===== src/rtl/stage_cordic_resolve.sv =====
// Three-stage resolver: turns a rotated CORDIC vertex offset into a per-pixel hit for circle/square shapes.
// Optional per-frame hit counter enabled by defining CORDIC_RESOLVE_STATS_EN.
module stage_cordic_resolve #(
    parameter logic [8:0] BG_COLOR = 9'h000
) (
    input  logic               clk,
    input  logic               reset,
    input  logic signed [18:0] cord_x,
    input  logic signed [18:0] cord_y,
    input  logic               in_bubble,
    input  logic [8:0]         in_color,
    input  logic [9:0]         in_pixel_x,
    input  logic [9:0]         in_pixel_y,
    input  logic [8:0]         in_ref_point_x,
    input  logic [8:0]         in_ref_point_y,
    input  logic [0:0]         in_form,
    output logic               out_bubble,
    output logic [8:0]         out_color,
    output logic [9:0]         out_pixel_x,
    output logic [9:0]         out_pixel_y,
    output logic [0:0]         out_hit
`ifdef CORDIC_RESOLVE_STATS_EN
    ,
    output logic [15:0]        hit_count
`endif
);

    // Round half up (Q11.8 -> integer) and clamp to +/-255.
    function automatic logic signed [8:0] round_sat(input logic signed [18:0] v);
        logic signed [19:0] sum;
        logic signed [11:0] q;
        sum = 20'(v) + 20'sd128;
        q   = 12'(sum >>> 8);
        if (q > 12'sd255) begin
            return 9'sd255;
        end else if (q < -12'sd255) begin
            return -9'sd255;
        end else begin
            return 9'(q);
        end
    endfunction

    function automatic logic [20:0] abs21(input logic signed [20:0] v);
        return v[20] ? $unsigned(-v) : $unsigned(v);
    endfunction

    logic signed [8:0]  dx_q, dy_q;
    logic signed [10:0] px_q, py_q;
    logic [8:0]         color1_q, color2_q;
    logic [9:0]         pix_x1_q, pix_y1_q, pix_x2_q, pix_y2_q;
    logic               form1_q, form2_q;
    logic               bubble1_q, bubble2_q;
    logic [17:0]        r2_q, r2_d;
    logic [21:0]        c2_q, c2_d;
    logic signed [20:0] dot_q, crs_q, dot_d, crs_d;
    logic signed [17:0] dx18_s, dy18_s;
    logic signed [20:0] dx21_s, dy21_s, px21_s, py21_s;
    logic signed [21:0] px22_s, py22_s;
    logic               hit_s;

    // Bubble flags are the only pipeline state that must be cleared on reset.
    always_ff @(posedge clk or negedge reset) begin
        if (!reset) begin
            bubble1_q <= 1'b1;
            bubble2_q <= 1'b1;
        end else begin
            bubble1_q <= in_bubble;
            bubble2_q <= bubble1_q;
        end
    end

    // S1: integer vertex offset and pixel offset from the reference point.
    always_ff @(posedge clk) begin
        dx_q     <= round_sat(cord_x);
        dy_q     <= round_sat(cord_y);
        px_q     <= $signed({1'b0, in_pixel_x}) - $signed({2'b00, in_ref_point_x});
        py_q     <= $signed({1'b0, in_pixel_y}) - $signed({2'b00, in_ref_point_y});
        color1_q <= in_color;
        pix_x1_q <= in_pixel_x;
        pix_y1_q <= in_pixel_y;
        form1_q  <= in_form[0];
    end

    // Operands are widened to the exact result width so each sum is exact modulo its width.
    assign dx18_s = 18'(dx_q);
    assign dy18_s = 18'(dy_q);
    assign dx21_s = 21'(dx_q);
    assign dy21_s = 21'(dy_q);
    assign px21_s = 21'(px_q);
    assign py21_s = 21'(py_q);
    assign px22_s = 22'(px_q);
    assign py22_s = 22'(py_q);

    // S2 combinational products.
    always_comb begin
        r2_d  = $unsigned(dx18_s * dx18_s + dy18_s * dy18_s);
        c2_d  = $unsigned(px22_s * px22_s + py22_s * py22_s);
        dot_d = px21_s * dx21_s + py21_s * dy21_s;
        crs_d = py21_s * dx21_s - px21_s * dy21_s;
    end

    // S2: squared radius, squared pixel distance and projections.
    always_ff @(posedge clk) begin
        r2_q     <= r2_d;
        c2_q     <= c2_d;
        dot_q    <= dot_d;
        crs_q    <= crs_d;
        color2_q <= color1_q;
        pix_x2_q <= pix_x1_q;
        pix_y2_q <= pix_y1_q;
        form2_q  <= form1_q;
    end

    // S3 decision; a degenerate square (r2 = 0) only covers its own centre.
    always_comb begin
        hit_s = 1'b0;
        if (!form2_q) begin
            hit_s = (c2_q <= {4'b0000, r2_q});
        end else begin
            hit_s = (abs21(dot_q) <= {3'b000, r2_q}) &&
                    (abs21(crs_q) <= {3'b000, r2_q}) &&
                    ((r2_q != 18'd0) || (c2_q == 22'd0));
        end
    end

    // S3 resolved-pixel outputs.
    always_ff @(posedge clk or negedge reset) begin
        if (!reset) begin
            out_bubble <= 1'b1;
            out_hit    <= 1'b0;
            out_color  <= BG_COLOR;
        end else begin
            out_bubble <= bubble2_q;
            out_hit    <= hit_s && !bubble2_q;
            out_color  <= (hit_s && !bubble2_q) ? color2_q : BG_COLOR;
        end
    end

    // S3 pixel coordinates pass through even for bubbles.
    always_ff @(posedge clk) begin
        out_pixel_x <= pix_x2_q;
        out_pixel_y <= pix_y2_q;
    end

`ifdef CORDIC_RESOLVE_STATS_EN
    logic [15:0] hit_count_q;

    // Saturating hit counter, restarted by the frame-origin pixel.
    always_ff @(posedge clk or negedge reset) begin
        if (!reset) begin
            hit_count_q <= 16'd0;
        end else if (!bubble2_q && (pix_x2_q == 10'd0) && (pix_y2_q == 10'd0)) begin
            hit_count_q <= hit_s ? 16'd1 : 16'd0;
        end else if (!bubble2_q && hit_s && (hit_count_q != 16'hFFFF)) begin
            hit_count_q <= hit_count_q + 16'd1;
        end else begin
            hit_count_q <= hit_count_q;
        end
    end

    assign hit_count = hit_count_q;
`endif

endmodule


===== config.mk =====
export PLATFORM = sky130hd
export DESIGN_NAME = stage_cordic_resolve
export DESIGN_NICKNAME = d
export VERILOG_FILES = /design/src/rtl/stage_cordic_resolve.sv
export SDC_FILE = /design/constraint.sdc
export NUM_CORES = 2
export LEC_CHECK = 0
export ABC_AREA = 1
export BUFFER_PORTS_ARGS = -buffer_cell sky130_fd_sc_hd__buf_2
export CORE_MARGIN = 2
export CORE_UTILIZATION = 30
export DETAILED_ROUTE_END_ITERATION = 16
export PLACE_DENSITY = 0.52
export SLEW_MARGIN = 20
export SYNTH_ARGS = -nofsm -noshare
export SYNTH_HDL_FRONTEND = slang
export SYNTH_SLANG_ARGS = --single-unit

===== constraint.sdc =====
create_clock -name clk -period 6 [get_ports clk]
set_input_delay 0.9 -clock clk [delete_from_list [all_inputs] [get_ports clk]]
set_output_delay 0.9 -clock clk [all_outputs]
set_load 0.01 [all_outputs]

; ---- Yosys cells after proc, flatten, opt, wreduce, memory -nomap -nowiden
; Index checks and enable logic that the tools add are counted.
[totals]
regBits = 215
output_inout_bits = 31
elab_cells = 65
[op_classes]
add_sub_neg = 10
mul = 8
n_lt_le_gt_ge = 7
n_mux = 6
reduce_logical = 9
[op_table]
columns = op, n
row1 = multiplier 11 x 9 -> 20 bit, 4
row2 = multiplier 11 x 11 -> 22 bit, 2
row3 = <= comparator 21 x 18 -> 1 bit, 2
row4 = 2-to-1 mux 21 bit, 2
row5 = negation 21 bit, 2
row6 = "adder 19 x 9 -> 20 bit, second input constant", 2
row7 = multiplier 9 x 9 -> 18 bit, 2
row8 = 2-to-1 mux 9 bit, 3
row9 = "greater-than comparator 12 x 9 -> 1 bit, second input constant", 2
row10 = "less-than comparator 12 x 9 -> 1 bit, second input constant", 2
row11 = adder 22 bit, 1
row12 = <= comparator 22 x 18 -> 1 bit, 1
row13 = zero test 22 bit, 1
row14 = subtractor 10 x 9 -> 11 bit, 2
row15 = adder 20 x 20 -> 21 bit, 1
row16 = subtractor 20 x 20 -> 21 bit, 1
row17 = adder 18 bit, 1
row18 = nonzero test 18 bit, 1
row19 = OR reduction 2 bit, 2
row20 = logical AND 1 bit, 3
row21 = zero test 1 bit, 1
row22 = logical OR 1 bit, 1
row23 = 2-to-1 mux 1 bit, 1

; ---- Logic depth before layout (Yosys ltp)
[logic_depth]
ltp_word = 8
mapped_depth = 29

; ---- Least setup slack after synthesis
; OpenSTA, ideal clock, no wires.
[synth_timing]
kind = reg-to-reg
start = register px_q[10]
end = register c2_q[21]
setup_ps = 113
t_arrival_ps = 6063
required_time_ps = 5887
path_slack_ps = -176
path_stages_with_launch = 23
n_path_buf = 2
path_cell_list = dfxtp_1 > clkbuf_1 > buf_1 > nand2_1 > inv_1 > fa_1 > fa_1 > inv_1 > fa_1 > fa_1 > inv_1 > fa_1 > inv_1 > fa_1 > fa_1 > inv_1 > ha_1 > inv_1 > nor3_1 > nand2_1 > o311ai_0 > nand3b_1 > nand2_1
[synth_between]
elab_chain_cells = 2
[synth_rtl]
columns = element, line_no
row1 = from (decl), 48  ; logic signed [10:0] px_q, py_q;
row2 = from (signal assigned), 76  ; px_q <= $signed({1'b0, in_pixel_x}) - $signed({2'b00, in_ref_point_x});
row3 = multiplier 11 x 11 -> 22 bit, 97  ; c2_d = $unsigned(px22_s * px22_s + py22_s * py22_s);
row4 = adder 22 bit, 97
row5 = named net c2_d[21], 54  ; logic [21:0] c2_q, c2_d;
row6 = to (signal assigned), 105  ; c2_q <= c2_d;
row7 = to (decl), 54
; The timed path passes the listed nets, and every way through them passes these cells.
; A chain may end at the register's enable or synchronous reset.

; ---- Worst setup path in the final report
[layout_timing]
start = register py_q[10]
end = register dot_q[20]
[layout_between]
elab_chain_cells = 2
[layout_rtl]
columns = element, line_no
row1 = from (decl), 48
row2 = from (signal assigned), 77  ; py_q <= $signed({1'b0, in_pixel_y}) - $signed({2'b00, in_ref_point_y});
row3 = multiplier 11 x 9 -> 20 bit, 98  ; dot_d = px21_s * dx21_s + py21_s * dy21_s;
row4 = adder 20 x 20 -> 21 bit, 98
row5 = named net dot_d[20], 55  ; logic signed [20:0] dot_q, crs_q, dot_d, crs_d;
row6 = to (signal assigned), 106  ; dot_q <= dot_d;
row7 = to (decl), 55
; The timed path passes the listed nets, and every way through them passes these cells.

==> summary.txt <==
Post-layout min period = 6060 ps
CTS Buf Count = 30
Library cells used by synthesis = 52
Layout Skew = 48.1 ps
Clk_lat worst skew = 640 ps
Synth warn = 0
Cell with the most instances after synthesis = inv_1
CP required = 6510 ps
FMAX = 165 MHz
Cell taking the most area after synthesis = fa_1
Crit Path Class = flip-flop to flip-flop
Async SR Flop Fraction = 6.05%
CTS tree = built
H-tree depth = 1
Worst-Margin Slew = 659 ps
Post-Syn Instances = 4,437
Sequential element share of the synthesized area = 11.4%
Routed Antenna Nets = 0
Gr ovfl total = 0
Core Util, Final = 37.1%
Aggregate global-route resource usage = 15.6%
Synth top area share = 41.5%
Rel. slew slack = 55.9%
Final cell count without fillers = 6,561
Max FO, Critical Path = 6
Pin count of the biggest net entering global routing = 24
Violated checks = setup timing
Post-synth EDFFs = 0
DR vias = 27,700
First-pass GRT wire length = 160 mm
# diodes = 0
Vias in the first global route = 29,600
Slew Limit Fails = 0
DP Worst Slack = -189 ps
HP Class = input pin to asynchronous set/reset pin
Placed cell count = 6,448
Share of layout cells above drive strength 1 = 19.6%
Antenna violations before repair = 2
Synthesized cell area = 38,400 sq um
Flop2flop setup slack = -60 ps
Maximum buffer depth of the clock tree = 3
Critical Path End Type = flip-flop
DIE AREA = 131,000 sq um
Initial DRT Pass Iterations = 5
Final nets = 6,163
Synth Flop Type = dfxtp_1
Worst reg2reg startpoint = py_q[10]
Initial Utilization = 30.2%
Layout Area Growth over Synthesis = 22.9%
Area contributors post-synth = fa_1, inv_1, ha_1
DRC viols = 0
Synth Area per Inst = 8.66 sq um
Final Hold Vio Count = 0
RSZ-0062 raised after global routing = yes
Total of max-cap violations = 0
Post-Syn Nets = 5,723
Sink Count = 215
Worst-case reg-to-reg path depth = 25
Reg2reg end = dot_q[20]
Drt total wl = 100 mm
Gpl congestion = 0.853
Final setup margin = -56.4 ps
Core ar. = 127,000 sq um
Status = complete, but fails checks
FP Rows = 131
# IOs = 120
Commonest cells in the netlist = inv_1, nand2_1, fa_1
Clock Tree Root = clkbuf_16
Vias per inst = 4.22
Die H = 362 um
Tcrit/Tclk final = 101%
Buffers added on ports = 105
Data arrival time of the worst path = 6560 ps
Detailed placement HPWL = 82.0 mm
Clock transition at path regs = 60 ps
1st-iter DRT viols = 1,267
Final setup fails = 1
Wirelength per Cell = 15.3 um
Die Width = 362 um
Critical Path Start Type = flip-flop
Synth Register Bits = 215
layout by cell type (no fill, tap or decap), drive strengths merged, types with 7 or more instances in the layout:
| cell type | count |
|---|---|
| inv | 1358 |
| nand2 | 838 |
| fa | 797 |
| buf | 529 |
| ha | 400 |
| dfxtp | 202 |
| nor2 | 176 |
| xor2 | 125 |
| a21oi | 109 |
| xnor2 | 70 |
| nand3 | 64 |
| o21ai | 51 |
| clkbuf | 39 |
| nand4 | 29 |
| or2 | 17 |
| nor3 | 13 |
| dfrtp | 10 |
| clkinv | 10 |
| o31ai | 9 |
| a211oi | 7 |
sequential cells by signal, summed over array words and instances, names as in the netlist, 10 cells and up:
| register | count |
|---|---|
| pix_y1_q | 10 |
| out_pixel_y | 10 |
| c2_q | 22 |
| out_pixel_x | 10 |
| r2_q | 18 |
| crs_q | 21 |
| py_q | 11 |
| px_q | 11 |
| pix_x2_q | 10 |
| pix_y2_q | 10 |
| pix_x1_q | 10 |
| dot_q | 21 |
routing by layer:
layer | share of wire (%) | track usage [%] | vias up
met1 | 46 | 21.8 | 13600
met3 | 4.0 | 1.63 | 105
met4 | 2.8 | 3.94 | 2
met5 | 0.016 | 0 | -
met2 | 47 | 25.7 | 437
li1 | - | - | 13600
per-stage QoR:
stage / cell area (sq um) / TNS, ps / hold slack, ps
floorplan: 38400 / 0 / 310
global placement: 43800 / -883 / 310
detailed placement: 43800 / -1180 / 312
CTS: 45400 / -69.0 / 113
global route: 47200 / -1470 / 124
finish: 47200 / -56.4 / 153
final cells by class:
| cell class | count | area, sq um |
|---|---|---|
| Sequential cell | 215 | 4430 |
| Multi-Input combinational cell | 2738 | 29900 |
| Clock buffer | 33 | 762 |
| Timing Repair Buffer | 536 | 4610 |
| Clock inverter | 21 | 297 |
| Inverter | 1356 | 5110 |
| Fill cell | 12900 | 80100 |
| Tap cell | 1662 | 2080 |
how the worst max path moves through the flow:
stage,from,endpoint,slack [ps],cells past startpoint
2_1_floorplan,py_q[2],c2_q[19],3,25
3_3_place_gp,px_q[10],c2_q[19],-160,24
3_5_place_dp,px_q[10],c2_q[19],-190,24
4_1_cts,py_q[10],c2_q[19],-40,25
5_1_grt,py_q[10],c2_q[21],-220,25
6_report,py_q[10],dot_q[20],-60,25
worst max-delay path, cell delays in order (launching register included):
cell and delay (ps):
dfxtp_4 350, buf_12 150, buf_12 150, buf_6 120
nand2_1 60, inv_1 50, fa_2 590, inv_2 70
fa_2 540, inv_2 40, fa_2 520, inv_2 40
fa_1 470, fa_1 530, inv_2 40, fa_2 590
ha_4 230, ha_4 270, nand2_2 50, nor3_2 170
buf_4 140, nand4_1 160, inv_1 110, nand4_1 170
o2111ai_2 170, xnor2_2 160
logic make-up after synthesis:
| logic type | count (synthesis) | share of synthesized area [%] |
|---|---|---|
| buffers and inverters | 1484 | 14.5 |
| adders and majority gates | 1197 | 54.6 |
| and+or+nand+nor | 1145 | 12.1 |
| DFF | 215 | 11.4 |
| AOI/OAI and AO/OA | 201 | 2.97 |
| xor gates and xnor gates | 195 | 4.47 |
repair_timing:
item                                    CTS  global route
buffers inserted                         19            32
gates cloned                              4             6
hold buffers                              0             0
endpoints found under the setup margin   19            34
pin swaps                                46           182
resized for setup                        85           356
hold endpoints to repair                  0             0
Power is left out: the tool's default activity adds up to more than one toggle a clock period on the data nets, which glitch-free logic cannot reach.
